==> src/rtl/sram_rr_arbiter.sv <==
// sram_rr_arbiter: two-requester round-robin arbiter/sequencer for a 1-port SRAM.
// Ports: req/we/addr/wdata/strb per requester in; gnt/resp per requester, resp_err, rdata, busy out; mem_* to/from SRAM.
module sram_rr_arbiter #(
  parameter int DATA_WIDTH = 32,
  parameter int ADDR_WIDTH = 8,
  parameter int STRB_WIDTH = DATA_WIDTH / 8,
  parameter int RD_TIMEOUT = 4
) (
  input  logic                  clk,
  input  logic                  rstn,
  input  logic                  req0,
  input  logic                  req1,
  input  logic                  we0,
  input  logic                  we1,
  input  logic [ADDR_WIDTH-1:0] addr0,
  input  logic [ADDR_WIDTH-1:0] addr1,
  input  logic [DATA_WIDTH-1:0] wdata0,
  input  logic [DATA_WIDTH-1:0] wdata1,
  input  logic [STRB_WIDTH-1:0] strb0,
  input  logic [STRB_WIDTH-1:0] strb1,
  output logic                  gnt0,
  output logic                  gnt1,
  output logic                  resp0,
  output logic                  resp1,
  output logic                  resp_err,
  output logic [DATA_WIDTH-1:0] rdata,
  output logic                  busy,
  output logic [ADDR_WIDTH-1:0] mem_addr,
  output logic                  mem_read,
  output logic                  mem_write,
  output logic [STRB_WIDTH-1:0] mem_strb,
  output logic [DATA_WIDTH-1:0] mem_wdata,
  input  logic [DATA_WIDTH-1:0] mem_rdata,
  input  logic                  mem_rvalid
);

  localparam int CW = (RD_TIMEOUT > 2) ? $clog2(RD_TIMEOUT) : 1;

  typedef enum logic [1:0] {
    IDLE,
    ACCESS,
    RDWAIT,
    RESP
  } state_t;

  state_t          state, state_d;
  logic            last, last_d;
  logic            win, win_d;
  logic            we_q, we_d;
  logic [CW-1:0]   cnt, cnt_d;
  logic            pick;

  logic [ADDR_WIDTH-1:0] addr_d;
  logic [DATA_WIDTH-1:0] wdata_d;
  logic [STRB_WIDTH-1:0] strb_d;
  logic [DATA_WIDTH-1:0] rdata_d;
  logic rd_d, wr_d, g0_d, g1_d;
  logic r0_d, r1_d, err_d, busy_d;

  always_comb begin
    state_d = state;
    last_d  = last;
    win_d   = win;
    we_d    = we_q;
    cnt_d   = cnt;
    addr_d  = mem_addr;
    wdata_d = mem_wdata;
    strb_d  = mem_strb;
    rdata_d = rdata;
    rd_d    = 1'b0;
    wr_d    = 1'b0;
    g0_d    = 1'b0;
    g1_d    = 1'b0;
    r0_d    = 1'b0;
    r1_d    = 1'b0;
    err_d   = 1'b0;
    // On a tie requester 1 wins only if 0 was granted last.
    pick    = req1 & (~req0 | ~last);
    unique case (state)
      IDLE: begin
        if (req0 | req1) begin
          state_d = ACCESS;
          last_d  = pick;
          win_d   = pick;
          we_d    = pick ? we1 : we0;
          addr_d  = pick ? addr1 : addr0;
          wdata_d = pick ? wdata1 : wdata0;
          strb_d  = pick ? strb1 : strb0;
          wr_d    = pick ? we1 : we0;
          rd_d    = pick ? ~we1 : ~we0;
          g0_d    = ~pick;
          g1_d    = pick;
        end
      end
      ACCESS: begin
        cnt_d = '0;
        if (we_q) begin
          state_d = RESP;
          r0_d    = ~win;
          r1_d    = win;
        end else begin
          state_d = RDWAIT;
        end
      end
      RDWAIT: begin
        if (mem_rvalid) begin
          state_d = RESP;
          rdata_d = mem_rdata;
          r0_d    = ~win;
          r1_d    = win;
        end else if (cnt == CW'(RD_TIMEOUT - 1)) begin
          state_d = RESP;
          rdata_d = '0;
          err_d   = 1'b1;
          r0_d    = ~win;
          r1_d    = win;
        end else begin
          cnt_d = cnt + 1'b1;
        end
      end
      RESP: begin
        state_d = IDLE;
      end
      default: begin
        state_d = IDLE;
      end
    endcase
    busy_d = (state_d != IDLE);
  end

  always_ff @(posedge clk) begin
    if (!rstn) begin
      state     <= IDLE;
      last      <= 1'b1;
      win       <= 1'b0;
      we_q      <= 1'b0;
      cnt       <= '0;
      mem_addr  <= '0;
      mem_wdata <= '0;
      mem_strb  <= '0;
      mem_read  <= 1'b0;
      mem_write <= 1'b0;
      rdata     <= '0;
      gnt0      <= 1'b0;
      gnt1      <= 1'b0;
      resp0     <= 1'b0;
      resp1     <= 1'b0;
      resp_err  <= 1'b0;
      busy      <= 1'b0;
    end else begin
      state     <= state_d;
      last      <= last_d;
      win       <= win_d;
      we_q      <= we_d;
      cnt       <= cnt_d;
      mem_addr  <= addr_d;
      mem_wdata <= wdata_d;
      mem_strb  <= strb_d;
      mem_read  <= rd_d;
      mem_write <= wr_d;
      rdata     <= rdata_d;
      gnt0      <= g0_d;
      gnt1      <= g1_d;
      resp0     <= r0_d;
      resp1     <= r1_d;
      resp_err  <= err_d;
      busy      <= busy_d;
    end
  end

endmodule

==> config.mk <==
export PLATFORM = sky130hd
export DESIGN_NAME = sram_rr_arbiter
export DESIGN_NICKNAME = d
export VERILOG_FILES = /design/src/rtl/sram_rr_arbiter.sv
export SDC_FILE = /design/constraint.sdc
export NUM_CORES = 1
export LEC_CHECK = 0
export ABC_AREA = 1
export CORE_MARGIN = 1.5
export CORE_UTILIZATION = 44
export CTS_BUF_LIST = sky130_fd_sc_hd__clkbuf_4
export CTS_CLUSTER_SIZE = 16
export DETAILED_ROUTE_END_ITERATION = 7
export PLACE_DENSITY = 0.88
export SLEW_MARGIN = 10
export SYNTH_ARGS = -nofsm -noshare
export SYNTH_HDL_FRONTEND = slang
export SYNTH_SLANG_ARGS = --single-unit
==> constraint.sdc <==
create_clock -name clk -period 2.2 [get_ports clk]
set_clock_uncertainty 0.1 [all_clocks]
set_input_delay 0.55 -clock clk [delete_from_list [all_inputs] [get_ports clk]]
set_output_delay 0.55 -clock clk [all_outputs]
set_load 0.005 [all_outputs]
==> run metrics, run 1 <==
outcome=finished clean; cell area after synthesis=4120 um^2; post-place instance area=6250 um^2; Post-layout nets=926; count of standard-cell rows=35; RSZ-0062 raised after global routing=no; Horiz. Die Dim=99.7 um; Net Count, Synth=730; Power per Cell Area=716 nW/um^2; DRT iter0 DRCs=102; total negative setup slack=0 ns; filler instances=690; register bit count reported by yosys=91; slowest cell on the critical path=clkdlybuf4s50_1; Critical Path Source=mem_wdata[0]; largest net degree at the start of global routing=57; area of the core=9150 um^2; number of antenna cells inserted=0; GR Layer Usage met3=6.54%; data arrival time of the critical path=1.33 ns; maximum resistive drop on vdd=0.416 mV; via count of the first global-routing pass=4241; leakage power total=2.78 nW; Skew-Pair Late Insertion Delay=0.41 ns; worst setup path endpoint=mem_wdata[0]; worst slack after detailed placement=0.122 ns; max_slew headroom=63.9%; met2 Usage GRT=40.2%; final slew viol count=0; Ports=211; TritonCTS clock tree=done; setup bufs post-CTS=0; startpoint-to-endpoint class of the critical path=reg2out; Finished Layout Cells=910; wirelength, routed=11600 um; chain of cells forming the critical path=clkdlybuf4s50_1; first-pass GRT wire length=18600 um; number of H-tree levels=3; Peak Freq=0.504 GHz; share of the yosys chip area belonging to registers=44.2%; Final Worst Setup Slack=0.218 ns; RR Startpoint=state[0]; maxcap violations=0; slew of the pin with the lowest slew margin=0.540 ns; Routed wire per std cell=12.7 um; area of the die=9950 um^2; worst-case hold slack=0.365 ns; highest fanout seen on the critical path=2; # placed instances=894; clock input transition at the sequential cells of the worst setup and hold paths=0.16 ns; Synth area leader=dfxtp_1; total stage count of the critical path=1; worst reg-to-reg path cell count=7; TritonCTS buffer count=9; portion of synthesized cell area occupied by the leading cell type=44.2%; GRT met1 Usage=26.2%; hold violation count in the final report=0; hold crit path type=reg2reg; Die Span Y=99.7 um; final core area utilization=70.2%; Final Total Pwr=4.60 mW; GPL Wtd Cong=0.779; average footprint of a synthesized cell=6.89 um^2; number of different library cells in the post-synthesis netlist=21; count of endpoints failing setup in the final report=0; initial antenna violation count=0; largest delay contributor family on the critical path=buffers and inverters; clock sink count=91; length of the first detailed-routing pass in iterations=5; total via count in the routed design=4351; number of buffer and inverter stages on the critical path=1; most utilized layer in the global route result=met2; effective utilization at floorplan=45.0%; critical path's largest stage delay=0.54 ns; CTS Root Cell=clkbuf_4; Finished Cell Area=6420 um^2; P&R area growth vs syn=55.9%; crit share post-route=90.1%; DP Wirelength=8580 um; residual antenna-violating net count after detailed routing=0; remaining routing DRC violations=0; cells taking the most area after synthesis=dfxtp_1 (44%), nor2_1 (13%), o21ai_1 (11%), inv_1 (8.7%), nand2_1 (4.6%); total number of yosys warnings=0; required time worst endpoint=1.55 ns; CTS-repair resized insts=0; Crit Reg-Reg Endpoint=rdata[15]; minimum setup slack among reg-to-reg paths=0.41 ns; crit start category=flip-flop; Port Buf Inserts=210; Tmin final=1.98 ns; hold path cells=2; average vias per placed instance=4.78; total of hold buffers inserted after clock tree synthesis=0; total track usage=22.9%; Clock Tree Buf Depth=2; GRT Residual Overflow=0; type of destination of the critical path=primary output; fraction of layout instances using a drive strength above 1=4.51%; synthesized instance count=598
-- power breakdown --
part / internal, mW / total (mW) / switching, mW / leakage (nW)
sequential: 1.87 / 2.00 / 0.127 / 0.747
combinational: 0.846 / 1.56 / 0.709 / 1.95
clock: 0.470 / 1.04 / 0.574 / 0.0869
total: 3.19 / 4.60 / 1.41 / 2.78
-- per-layer routing --
| metal | up-vias | wire length [um] | share of wire (%) |
|---|---|---|---|
| li1 | 2242 | - | - |
| met1 | 1923 | 4680 | 41 |
| met2 | 167 | 5720 | 49 |
| met3 | 19 | 909 | 7.9 |
| met4 | 0 | 243 | 2.1 |
| met5 | - | 0 | 0 |
-- logic make-up (layout without fill, tap and decap cells) --
| group | count (synthesis) | in the layout | synth area share [%] |
|---|---|---|---|
| and+or+nand+nor | 235 | 235 | 23.4 |
| AOI/OAI and AO/OA | 130 | 130 | 15.8 |
| DFF | 91 | 91 | 44.2 |
| adders and majority gates | 5 | 5 | 1.52 |
| buffers and inverters | 137 | 338 | 15.0 |
-- state kept, by name, summed over array words and instances (netlist names) --
register	count
busy	1
rdata	32
state	2
resp1	1
mem_read	1
we_q	1
last	1
mem_strb	4
mem_wdata	32
mem_addr	8
mem_write	1
gnt1	1
resp_err	1
win	1
cnt	2
resp0	1
gnt0	1
-- cells in the final DEF, fill, tap and decap left out --
| cell | count |
|---|---|
| nor2_8 | 1 |
| clkinv_4 | 1 |
| clkinv_2 | 1 |
| o21ai_1 | 87 |
| buf_12 | 4 |
| nor2_1 | 142 |
| nand2_1 | 50 |
| nor3b_1 | 1 |
| nand2_2 | 1 |
| nor2b_1 | 1 |
| nor2_4 | 1 |
| a21oi_1 | 35 |
| buf_4 | 8 |
| dfxtp_1 | 91 |
| o21ai_0 | 8 |
| nand3_1 | 36 |
| clkinvlp_4 | 1 |
| inv_6 | 2 |
| ha_1 | 5 |
| or2_0 | 1 |
| bufinv_16 | 2 |
| inv_2 | 5 |
| clkbuf_4 | 9 |
| inv_1 | 95 |
| clkdlybuf4s50_1 | 210 |
| nor3_1 | 1 |
-- worst min path at each step --
stage          start  endpoint
6_report         win     resp1
5_1_grt          win     resp1
4_1_cts          win     resp1
3_5_place_dp     win     resp0
3_3_place_gp     win     resp0
2_1_floorplan    win     resp0
-- Yosys cell counts, drive strengths merged --
master / count
nor2: 144
inv: 100
o21ai: 95
dfxtp: 91
nand2: 51
nand3: 36
a21oi: 35
buf: 27
clkbuf: 10
ha: 5
nor2b: 1
nor3: 1
nor3b: 1
or2: 1
-- layout make-up --
class                      instances  area (um^2)  share of cell area, %
clock buffer                       9         67.6                   1.05
clock inverter                     7         98.8                   1.54
inverter                         100          375                   5.85
multi-input combinational        370         1680                   26.1
sequential                        91         1820                   28.4
tap                              111          139                   2.16
timing repair buffer             222         2240                   34.9
(Power assumes the default switching activity.)
==> inputs of run 2 (changes only) <==
--- a/config.mk
+++ b/config.mk
@@ -9,7 +9,6 @@
 export CORE_MARGIN = 1.5
 export CORE_UTILIZATION = 44
 export CTS_BUF_LIST = sky130_fd_sc_hd__clkbuf_4
-export CTS_CLUSTER_SIZE = 16
 export DETAILED_ROUTE_END_ITERATION = 7
 export PLACE_DENSITY = 0.88
 export SLEW_MARGIN = 10
==> results of run 2 <==
Same layout as run 1: the final DEF is identical, and so are final timing and power.
